**config.mk**
```make
export PLATFORM = sky130hd
export DESIGN_NAME = multdiv_controller
export DESIGN_NICKNAME = d
export VERILOG_FILES = /design/src/rtl/multdiv_controller.sv
export SDC_FILE = /design/constraint.sdc
export NUM_CORES = 1
export LEC_CHECK = 0
export BUFFER_PORTS_ARGS = -buffer_cell sky130_fd_sc_hd__clkbuf_2
export CAP_MARGIN = 20
export CORE_ASPECT_RATIO = 2
export CORE_MARGIN = 3
export CORE_UTILIZATION = 44
export CTS_CLUSTER_SIZE = 16
export DETAILED_ROUTE_END_ITERATION = 8
export GPL_TIMING_DRIVEN = 0
export PLACE_DENSITY_LB_ADDON = 0.15
export SYNTH_ARGS = -nofsm -noshare
export SYNTH_HDL_FRONTEND = slang
export SYNTH_SLANG_ARGS = --single-unit
export TNS_END_PERCENT = 100
```
**constraint.sdc**
```tcl
create_clock -name clock -period 2.1 [get_ports clock]
set_clock_uncertainty 0.15 [all_clocks]
set_input_delay 0.63 -clock clock [delete_from_list [all_inputs] [get_ports clock]]
set_output_delay 0.63 -clock clock [all_outputs]
set_load 0.02 [all_outputs]
```
**src/rtl/multdiv_controller.sv**
```systemverilog
// Sequencer for the shared iterative multdiv unit in the X stage. It latches the operands, sends a
// start pulse, stalls the pipe until the result arrives, then presents the result for one cycle.
module multdiv_controller #(
    parameter int TIMEOUT_CYCLES = 64,
    parameter int MULT_RSTATUS   = 4,
    parameter int DIV_RSTATUS    = 5
) (
    input  logic        clock,
    input  logic        reset,
    input  logic        issue_valid,
    input  logic        issue_is_div,
    input  logic [31:0] operand_a,
    input  logic [31:0] operand_b,
    input  logic        flush,
    input  logic [31:0] md_result,
    input  logic        md_exception,
    input  logic        md_resultRDY,
    output logic        ctrl_MULT,
    output logic        ctrl_DIV,
    output logic [31:0] md_a,
    output logic [31:0] md_b,
    output logic        stall,
    output logic        done_valid,
    output logic [31:0] result,
    output logic        exception,
    output logic [31:0] rstatus
);

    localparam int CW = $clog2(TIMEOUT_CYCLES);
    localparam logic [CW-1:0] COUNT_LAST = CW'(TIMEOUT_CYCLES - 1);

    typedef enum logic [2:0] {IDLE, START, WAIT, DONE, DRAIN} state_t;

    state_t        state;
    logic          op_div;
    logic [CW-1:0] count;
    logic          timeout_pending;
    logic          done_r;
    logic [31:0]   exc_code;

    // The exception code follows the op that was latched, not whatever is sitting in X now.
    assign exc_code = op_div ? 32'(DIV_RSTATUS) : 32'(MULT_RSTATUS);

    // NOTE: stall and done_valid must react to issue_valid/flush in the same cycle, so they are
    // decoded from the registered state rather than registered themselves.
    assign stall = ((state == IDLE) && issue_valid && !flush) || (state == START) ||
                   (state == WAIT) || ((state == DRAIN) && issue_valid);
    assign done_valid = done_r && !flush;

    always_ff @(posedge clock) begin
        if (reset) begin
            state           <= IDLE;
            op_div          <= 1'b0;
            count           <= '0;
            timeout_pending <= 1'b0;
            done_r          <= 1'b0;
            ctrl_MULT       <= 1'b0;
            ctrl_DIV        <= 1'b0;
            md_a            <= '0;
            md_b            <= '0;
            result          <= '0;
            exception       <= 1'b0;
            rstatus         <= '0;
        end else begin
            // NOTE: pulse-type outputs default low here with non-blocking assignments; the state
            // branches below only override them in the cycle they should fire.
            ctrl_MULT <= 1'b0;
            ctrl_DIV  <= 1'b0;
            done_r    <= 1'b0;
            result    <= '0;
            exception <= 1'b0;
            rstatus   <= '0;

            unique case (state)
                IDLE: begin
                    if (issue_valid && !flush) begin
                        op_div          <= issue_is_div;
                        md_a            <= operand_a;
                        md_b            <= operand_b;
                        timeout_pending <= 1'b0;
                        if (issue_is_div && operand_b == 32'd0) begin
                            state     <= DONE;
                            done_r    <= 1'b1;
                            exception <= 1'b1;
                            rstatus   <= 32'(DIV_RSTATUS);
                        end else begin
                            state     <= START;
                            ctrl_MULT <= !issue_is_div;
                            ctrl_DIV  <= issue_is_div;
                        end
                    end
                end
                START: begin
                    count <= '0;
                    state <= flush ? DRAIN : WAIT;
                end
                WAIT: begin
                    if (flush) begin
                        // A result landing with the flush means the unit is already free.
                        state <= md_resultRDY ? IDLE : DRAIN;
                        count <= '0;
                    end else if (md_resultRDY) begin
                        state     <= DONE;
                        done_r    <= 1'b1;
                        exception <= md_exception;
                        result    <= md_exception ? 32'd0 : md_result;
                        rstatus   <= md_exception ? exc_code : 32'd0;
                    end else if (count == COUNT_LAST) begin
                        state           <= DONE;
                        done_r          <= 1'b1;
                        exception       <= 1'b1;
                        rstatus         <= exc_code;
                        timeout_pending <= 1'b1;
                    end else begin
                        count <= count + CW'(1);
                    end
                end
                DONE: begin
                    state           <= timeout_pending ? DRAIN : IDLE;
                    count           <= '0;
                    timeout_pending <= 1'b0;
                end
                DRAIN: begin
                    if (md_resultRDY || count == COUNT_LAST) begin
                        state <= IDLE;
                    end else begin
                        count <= count + CW'(1);
                    end
                end
                default: state <= IDLE;
            endcase
        end
    end

endmodule
```
* Yosys cells after proc, flatten, opt, wreduce, memory -nomap -nowiden *
Index checks and enable logic that the tools add are counted.

operators by class
  add/sub/neg operators = 1
  equal/unequal tests = 14
  multiplexer cells = 37
  bitwise operators = 4
  reduce and logical (&&, ||, !) cells = 23

operators with widths
  kind                                                                      count
  3-bit two-way mux                                                         14
  32-bit zero test                                                          1
  6-bit two-way mux                                                         4
  6-bit one-hot mux with 3 select lines                                     1
  3-bit one-hot mux with 5 select lines                                     1
  1-bit two-way mux                                                         12
  6-bit by 1-bit adder with 6-bit output (second input constant)            1
  3-bit by 2-bit == test with 1-bit output (second input constant)          2
  6-bit == test (second input constant)                                     1
  1-bit logical AND                                                         6
  2-bit by 1-bit inequality test with 1-bit output (second input constant)  3
  2-bit inequality test (second input constant)                             3
  3-bit inequality test (second input constant)                             2
  3-bit one-hot mux with 2 select lines                                     1
  3-bit nonzero test                                                        2
  5-bit AND reduction                                                       1
  5-bit OR reduction                                                        1
  1-bit logical OR                                                          4
  4-bit by 3-bit inequality test with 1-bit output (second input constant)  1
  1-bit NOT                                                                 4
  1-bit one-hot mux with 2 select lines                                     2
  4-bit AND reduction                                                       1
  4-bit OR reduction                                                        1
  3-bit by 1-bit == test with 1-bit output (second input constant)          1
  8 further kinds                                                           9

word-level totals
  flip-flop bits (word level) = 143
  input bits = 103
  output and inout bits = 133
  word-level logic and storage cells = 91

* Logic depth before layout (Yosys ltp) *
Gate-level depths: netlist of the first run.

  depth in word-level cells = 6
  depth in mapped cells = 8

* Worst setup path after synthesis of the first run *
No wires, ideal clock.

  path kind = input-to-reg
  start point = in operand_b[21]
  end point = reg rstatus[0]
  library setup time = 0.070 ns
  arrival time = 1.720 ns
  required time = 1.880 ns
  path slack = 0.160 ns
  stages on the path = 4
  cells stage by stage = or3_1 > nand3b_1 > or4_4 > a21oi_1

between the ends
  cells in the longest elaborated chain, start to end = 5

RTL lines
  item                                   line  RTL
  start, declared                        13    input logic [31:0] operand_b,
  32-bit zero test                       81    if (issue_is_div && operand_b == 32'd0) begin
  1-bit logical AND                      81
  3-bit two-way mux                      81
  3-bit two-way mux                      76    if (issue_valid && !flush) begin
  3-bit one-hot mux with 2 select lines  74    unique case (state)
  end signal, assigned                   85    rstatus <= 32'(DIV_RSTATUS);
  end signal, assigned                   107   rstatus <= md_exception ? exc_code : 32'd0;
  end signal, assigned                   112   rstatus <= exc_code;
  end, declared                          26    output logic [31:0] rstatus

No other way between the ends.
A chain may end at the register's enable or synchronous reset.

* Final worst setup path of the first run *
  start point = reg state[2]
  end point = out stall

between the ends
  cells in the longest elaborated chain, start to end = 6
  elaborated cells on any way between the ends = 10
  those cells by class = eq/ne: 3; reduce/logical: 7

RTL lines
  item                             line  RTL
  start, declared                  34    state_t state;
  start signal, assigned           95    state <= flush ? DRAIN : WAIT;
  start signal, assigned           100   state <= md_resultRDY ? IDLE : DRAIN;
  start signal, assigned           119   state <= timeout_pending ? DRAIN : IDLE;
  3-bit zero test                  46    assign stall = ((state == IDLE) && issue_valid && !flush) || (state == START) ||
  1-bit logical AND (2 in series)  46
  1-bit logical OR (2 in series)   46
  1-bit logical OR (*)             47    (state == WAIT) || ((state == DRAIN) && issue_valid);
  end, declared                    22    output logic stall,

Every way passes the cells marked *; elsewhere a longest branch is shown, timed or not.

==> results.txt, run 1 <==
----------------------------------------------------
[Synth]
  Gate count of the mapped netlist ... 494
  Asr flop ratio synth ... 0%
  Number of distinct standard cells referenced by the synthesized netlist ... 46
  Xor and xnor fraction of the mapped netlist area ... 0.204%
  Number of synthesized flops with an enable pin ... 0
  Syn avg cell area ... 8.70 µm²
  Total number of yosys warnings ... 0
  Register bit total from synthesis ... 112
  Area share of fa/ha/maj cells after synthesis ... 0.291%
  Post-synthesis share of cell area spent on and, or, nand and nor gates ... 24.9%
  Main combinational cell family by area after synthesis ... simple AND/OR/NAND/NOR gates
  Dominant register cell in the synthesized netlist ... dfxtp_1
  Compound-Gate Fraction of Synth Area ... 12.6%
  Sequential-to-total area share from yosys stat ... 52.2%
  Syn Std Cell Area ... 4300 µm²
  Share of synthesized area spent on multiplexers ... 0.699%

[STA]
  Clock period minus worst slack ... 2.14 ns
  Final clock period utilization by the worst path ... 102%
  Final setup violation count ... 1
  Number of hold-slack violations in the final timing report ... 0
  Final setup slack of the worst path ... -0.0397 ns
  Unrepaired setup endpoints after global routing ... yes
  Count of final max-slew check failures ... 0
  Slew HR ... 66.6%
  TNS Setup ... -0.0397 ns
  Maximum clock frequency ... 0.467 GHz
  Slew @ Worst Pin ... 0.501 ns

[Routing]
  Number of routed nets with antenna violations ... 0
  Detailed-router iteration count before antenna repair ... 4
  DRC violation total after the first TritonRoute iteration ... 202
  Mean routed wirelength per cell ... 13.9 µm
  Total Routed Length ... 12300 µm
  Routed via count divided by cell count ... 4.71
  Total via count in the routed design ... 4159
  Final routed DRC violation total ... 0

[Final layout]
  Finished layout cell area ... 6070 µm²
  Fraction of the core area covered by cells at the end of the flow ... 64.2%
  Flip-flop and latch area ... 2250 µm²
  Antenna diode instance count ... 0
  Multi-input gate area in the final layout ... 1790 µm²
  Number of non-filler instances in the completed layout ... 883
  Layout cell share with drive strength beyond 1 ... 39.0%
  Post-synthesis to final-layout area growth ... 41.2%
  Layout fillers ... 855
  Final nets ... 852

[Worst setup path]
  Cell family contributing the most delay on the critical path ... buffers and inverters
  Data required, critical path ... 1.32 ns
  Max incr delay on CP ... 0.37 ns
  Worst path cell trace ... buf_8 -> buf_4 -> o21ai_2 -> clkbuf_8
  Setup crit end kind ... output port
  Cell with the largest stage delay on the worst path ... dfxtp_4
  Critical path data arrival time ... 1.36 ns
  WP buf/inv ... 3
  Length in cells of the worst reg-to-reg path ... 6
  Critical path launch point type ... flip-flop
  Critical Path Fanout Max ... 6
  Crit. path cell count ... 4
  Start-to-end type of the worst setup path ... flip-flop to output port

[Min path]
  Cell depth of the worst min-delay path ... 2
  Worst hold-check path type ... flip-flop to flip-flop

[Placement]
  Routability Congestion ... 0.808
  Placed Area ... 5590 µm²
  Quantity of I/O buffers inserted on ports ... 205
  Number of placed instances with taps included ... 858
  Detailed placer's ending HPWL ... 9820 µm
  Pre-CTS worst setup slack ... -0.432 ns

[Die]
  Die outline area ... 11100 µm²
  Initial Utilization ... 45.5%
  Number of I/O pins ... 236
  Core ar. ... 9450 µm²
  Rows ... 50
  Width of the chip ... 75.9 µm
  Die boundary height ... 146 µm

[Clock network]
  Clock Sinks ... 112
  Htree depth ... 3
  CTS Root Cell ... clkbuf_16
  Reg clk slew, reported paths ... 0.07 ns
  Clock tree from TritonCTS ... done
  Clock buffer count from CTS ... 9
  CTS max path bufs ... 2
  Clk Latency, worst-skew pair ... 0.35 ns

[Run]
  Max Cap Violations ... 0

[Global route]
  Largest net degree at the start of global routing ... 19
  Initial antenna violation count ... 0
  Wire length of the first global-routing pass ... 19100 µm
  Global router's overall resource usage ... 22.5%
  Remaining global-route overflow ... 0
  Via count of the first global-routing pass ... 4071

[Outcome]
  Violated checks ... negative setup slack
  Status ... finished, violations left

[Pwr]
  Pwr Density ... 800 nW/µm²
  Cell leakage power ... 2.85 nW
  Maximum vdd ir drop ... 0.616 mV

----------------------------------------------------
-- kinds of logic (layout without fill, tap and decap cells) --
| logic type | after synthesis | after routing |
|---|---|---|
| xor gates and xnor gates | 1 | 1 |
| muxes | 3 | 3 |
| adders and majority gates | 1 | 1 |
| and+or+nand+nor | 219 | 219 |
| other | 1 | 30 |
| DFF | 112 | 112 |
| AOI/OAI and AO/OA | 94 | 94 |
| buffers and inverters | 63 | 293 |
-- tightest hold or removal path, cell delays in order (launching register included) --
cell and delay [ns]:
dfxtp_1 0.31, nand2_1 0.05, a21oi_1 0.05
-- registers in the layout (all words and copies together), names as in the netlist --
signal,count
rstatus,2
result,32
timeout_pending,1
ctrl_MULT,1
done_r,1
md_a,32
md_b,32
state,3
count,6
op_div,1
ctrl_DIV,1
-- placed cells by master (no fill, tap or decap), drive strengths merged, types with 2 or more instances in the layout --
cell type  count
bufinv         3
nand2b         4
nor2           5
a211oi         3
mux2i          3
clkbuf       228
dfxtp        112
conb          30
o21ai          5
a21oi         75
o2111ai        2
nand3          7
nor4          10
buf           56
inv            5
nor4b          5
nor2b          3
and2          32
nand2        142
or3            3
-- layout make-up --
class                           count  share of cell area [%]
Clock inverter                      6                    1.86
Inverter                            3                   0.186
Sequential cell                   112                    37.1
Clock buffer                       10                    3.94
Buffer                             60                    6.54
Tap cell                          130                    2.68
Multi-Input combinational cell    348                    29.5
Timing Repair Buffer              214                    18.2
-- routing by layer --
layer / vias up / wire, µm / GRT usage (%)
met5: - / 0 / 0
met4: 0 / 405 / 10.2
met3: 31 / 984 / 7.33
met2: 181 / 6670 / 39.6
met1: 1878 / 4190 / 22.6
li1: 2069 / - / -
-- metrics by stage --
step	hold slack, ns	power [mW]
after floorplan	0.287	2.65
after global placement	0.292	2.88
after detailed placement	0.295	2.89
after CTS	0.305	4.88
after global routing	0.318	5.06
final	0.303	4.85
-- final timing paths --
check,endpoint,from,slack [ns]
setup / recovery,stall,state[2],-0.04
hold reg to reg,md_b[18],md_b[18],0.30
hold / removal,md_b[18],md_b[18],0.30
setup reg to reg,result[27],state[0],0.21
-- where the power goes --
part | switching, mW | leakage, nW | internal [mW]
sequential | 0.0371 | 0.911 | 2.19
clock | 0.781 | 0.173 | 1.21
combinational | 0.383 | 1.77 | 0.254
total | 1.20 | 2.85 | 3.65
-- cell usage after synthesis (all sizes together) (2+ instances only) --
library cell | count | share of area, %
nor2b | 3 | 0.44
a21oi | 75 | 8.7
o21ai | 5 | 0.58
inv | 3 | 0.26
dfxtp | 112 | 52
buf | 46 | 7.5
mux2i | 3 | 0.70
or3 | 3 | 0.44
o2111ai | 2 | 0.96
nand3 | 7 | 0.93
nor4b | 5 | 1.7
nand2 | 142 | 12
nand2b | 4 | 0.58
nor4 | 10 | 1.5
clkbuf | 14 | 1.3
and2 | 32 | 4.7
a211oi | 3 | 0.52
nor2 | 5 | 0.82
-- what timing repair did --
item | CTS | global route
resized for setup | 15 | 4
pin swaps | 3 | 3
setup buffers | 1 | 8
hold buffers | 0 | 0
endpoints found under the setup margin | 5 | 30
(Power assumes the default switching activity.)
==> run 2: changes to the inputs <==
--- a/config.mk
+++ b/config.mk
@@ -5,11 +5,12 @@
 export SDC_FILE = /design/constraint.sdc
 export NUM_CORES = 1
 export LEC_CHECK = 0
+export ABC_AREA = 1
 export BUFFER_PORTS_ARGS = -buffer_cell sky130_fd_sc_hd__clkbuf_2
 export CAP_MARGIN = 20
 export CORE_ASPECT_RATIO = 2
 export CORE_MARGIN = 3
-export CORE_UTILIZATION = 44
+export CORE_UTILIZATION = 45
 export CTS_CLUSTER_SIZE = 16
 export DETAILED_ROUTE_END_ITERATION = 8
 export GPL_TIMING_DRIVEN = 0
==> run 2 against run 1 <==
  * The run still ends with negative setup slack left
  * Synthesized cell count grew 22%
  * Final area grew 2.1%
  * Critical endpoint unchanged
  * First-iteration DRC count shrank 9.4%
  * Via count grew 10%
  * Critical path depth grew 1
  * Register-to-register slack lost 0.02 ns
  * Clock-buffer cell count grew 2
  * Die area grew 1.0%
  * Utilization grew 0.89 points
==> results.txt, run 2 <==
----------------------------------------------------
[Outcome]
  Status ... finished, violations left
  Violated checks ... negative setup slack

[Routing]
  Detailed-router iteration count before antenna repair ... 6
  Final routed DRC violation total ... 0
  Routed via count divided by cell count ... 4.62
  Mean routed wirelength per cell ... 12.8 µm
  Total Routed Length ... 12700 µm
  Total via count in the routed design ... 4590
  DRC violation total after the first TritonRoute iteration ... 183
  Number of routed nets with antenna violations ... 0

[Pwr]
  Clock power frac ... 32.6%
  Internal power component ... 3.39 mW
  Switching power ... 1.36 mW
  Sw Share ... 28.6%
  Gate power share ... 18.9%
  Total chip power ... 4.76 mW
  Pwr Density ... 768 nW/µm²
  Maximum vdd ir drop ... 0.541 mV
  Part of the power in registers ... 48.5%
  Cell leakage power ... 3.25 nW

[Global route]
  Largest net degree at the start of global routing ... 18
  Via count of the first global-routing pass ... 4312
  Wire length of the first global-routing pass ... 20100 µm
  Global router's overall resource usage ... 22.2%
  Remaining global-route overflow ... 0
  Initial antenna violation count ... 0

[Die]
  Rows ... 50
  Width of the chip ... 76.3 µm
  Number of I/O pins ... 236
  Core ar. ... 9510 µm²
  Initial Utilization ... 46.7%
  Die outline area ... 11200 µm²
  Die boundary height ... 147 µm

[Synth]
  Asr flop ratio synth ... 0%
  Register bit total from synthesis ... 112
  Sequential-to-total area share from yosys stat ... 50.5%
  Syn avg cell area ... 7.35 µm²
  Gate count of the mapped netlist ... 604
  Total number of yosys warnings ... 0
  Dominant register cell in the synthesized netlist ... dfxtp_1
  Top post-synthesis cells by area ... dfxtp_1 (50%), nor2_1 (15%), o21ai_0 (7.9%), buf_4 (5.6%), inv_1 (5.4%)
  Area share of the largest cell type after synthesis ... 50.5%
  Largest area contributor in the netlist ... dfxtp_1
  Syn Std Cell Area ... 4440 µm²
  Top-count cell post-synth ... nor2_1
  Commonest cells post-synth ... nor2_1 (179), dfxtp_1 (112), o21ai_0 (70), inv_1 (64), nand2_1 (50)
  Number of synthesized flops with an enable pin ... 0
  Number of distinct standard cells referenced by the synthesized netlist ... 24

[STA]
  TNS Setup ... -0.0534 ns
  Clock period minus worst slack ... 2.15 ns
  Unrepaired setup endpoints after global routing ... yes
  Number of hold-slack violations in the final timing report ... 0
  Maximum clock frequency ... 0.464 GHz
  Final clock period utilization by the worst path ... 103%
  Final setup slack of the worst path ... -0.0534 ns
  Count of final max-slew check failures ... 0
  Final setup violation count ... 1

[Worst setup path]
  Crit-path most repeated cell ... nor3_4
  Critical path launch point type ... flip-flop
  Critical Path Fanout Max ... 6
  Max incr delay on CP ... 0.37 ns
  Start-to-end type of the worst setup path ... flip-flop to output port
  Cell with the largest stage delay on the worst path ... dfxtp_4
  Setup crit end kind ... output port
  Worst path cell trace ... buf_6 -> nor3_4 -> nor3_4 -> o21ai_2 -> clkbuf_8
  Critical path data arrival time ... 1.37 ns
  Data required, critical path ... 1.32 ns
  Length in cells of the worst reg-to-reg path ... 11

[Placement]
  Routability Congestion ... 0.859
  Detailed placer's ending HPWL ... 10100 µm
  Number of placed instances with taps included ... 967
  Placed Area ... 5780 µm²
  Quantity of I/O buffers inserted on ports ... 204

[Final layout]
  Finished layout cell area ... 6190 µm²
  Number of non-filler instances in the completed layout ... 993
  Post-synthesis to final-layout area growth ... 39.4%
  Most frequent cells in the layout ... clkbuf_2 (203), nor2_1 (178), dfxtp_1 (109), o21ai_0 (69), inv_1 (63)
  Layout cell share with drive strength beyond 1 ... 33.6%
  Final nets ... 962
  Registers with the most flip-flops ... md_a: 32 flops, md_b: 32 flops, result: 32 flops
  Commonest non-fill, non-tap cell in the layout ... clkbuf_2
  Antenna diode instance count ... 0

[Clock network]
  Clock tree from TritonCTS ... done
  Htree depth ... 3
  Hold bufs inserted after CTS ... 0
  CTS max path bufs ... 2
  Clk Latency, worst-skew pair ... 0.33 ns
  CTS Root Cell ... clkbuf_16
  Clock buffer count from CTS ... 9
  Clock Sinks ... 112
  Reg clk slew, reported paths ... 0.07 ns

[Run]
  Max Cap Violations ... 0

[Min path]
  Cell depth of the worst min-delay path ... 2
  Worst hold-check path type ... flip-flop to flip-flop

----------------------------------------------------
[run 2: power groups by stage]
| stage | Sequential, mW | Clock [mW] | Combinational, mW |
|---|---|---|---|
| floorplan | 2.48 | 0 | 0.430 |
| global placement | 2.35 | 0 | 0.844 |
| detailed placement | 2.35 | 0 | 0.858 |
| CTS | 2.31 | 1.60 | 0.880 |
| global route | 2.32 | 1.69 | 0.989 |
| finish | 2.31 | 1.55 | 0.899 |
[run 2: final timing paths]
kind / startpoint / end / slack (ns)
setup / recovery: state[2] / stall / -0.05
hold / removal: timeout_pending / timeout_pending / 0.33
setup reg to reg: count[0] / count[2] / 0.19
hold reg to reg: timeout_pending / timeout_pending / 0.33
[run 2: cell type report]
cell class	count	area, µm²
inverter	71	277
buffer	55	368
timing repair buffer	215	1130
clock inverter	4	28.8
tap	130	163
fill	897	3320
clock buffer	12	236
sequential	112	2250
multi-input combinational	394	1740
[run 2: cells by family (layout without fill, tap and decap cells)]
kind of cell	after synthesis	in the layout	share of synthesized area, %
AND/OR/NAND/NOR	265	265	24.1
buffers and inverters	127	357	14.0
flip-flops	112	112	50.5
AO/OA/AOI/OAI	98	98	11.1
adder cells (fa/ha/maj)	1	1	0.282
other	1	30	0.0844
[run 2: per-layer routing]
metal  up-vias  GRT usage, %  part of all wire [%]
li1       2323             -                     -
met1      2053          22.0                    34
met2       169          42.3                    57
met3        45          4.57                   5.1
met4         0          12.1                   4.6
met5         -             0                     0
[run 2: repair_timing]
item,in CTS,in global routing
resized for setup,13,5
setup buffers,7,4
endpoints found under the setup margin,1,1
gates cloned,0,0
pin swaps,2,4
[run 2: stage by stage]
step / setup slack [ns] / util (%) / hold slack, ns
global route: -0.118 / 65.1 / 0.313
detailed placement: -0.378 / 60.8 / 0.316
floorplan: -0.0168 / - / 0.289
CTS: -0.0611 / 64.4 / 0.314
global placement: -0.346 / 60.8 / 0.302
finish: -0.0534 / 65.1 / 0.325
[run 2: worst max-delay path: cells and delay by family, from the launching register on]
kind | cells | cell delay, ns
buffers and inverters | 2 | 0.29
AND/OR/NAND/NOR | 2 | 0.32
flip-flops | 1 | 0.37
AO/OA/AOI/OAI | 1 | 0.06
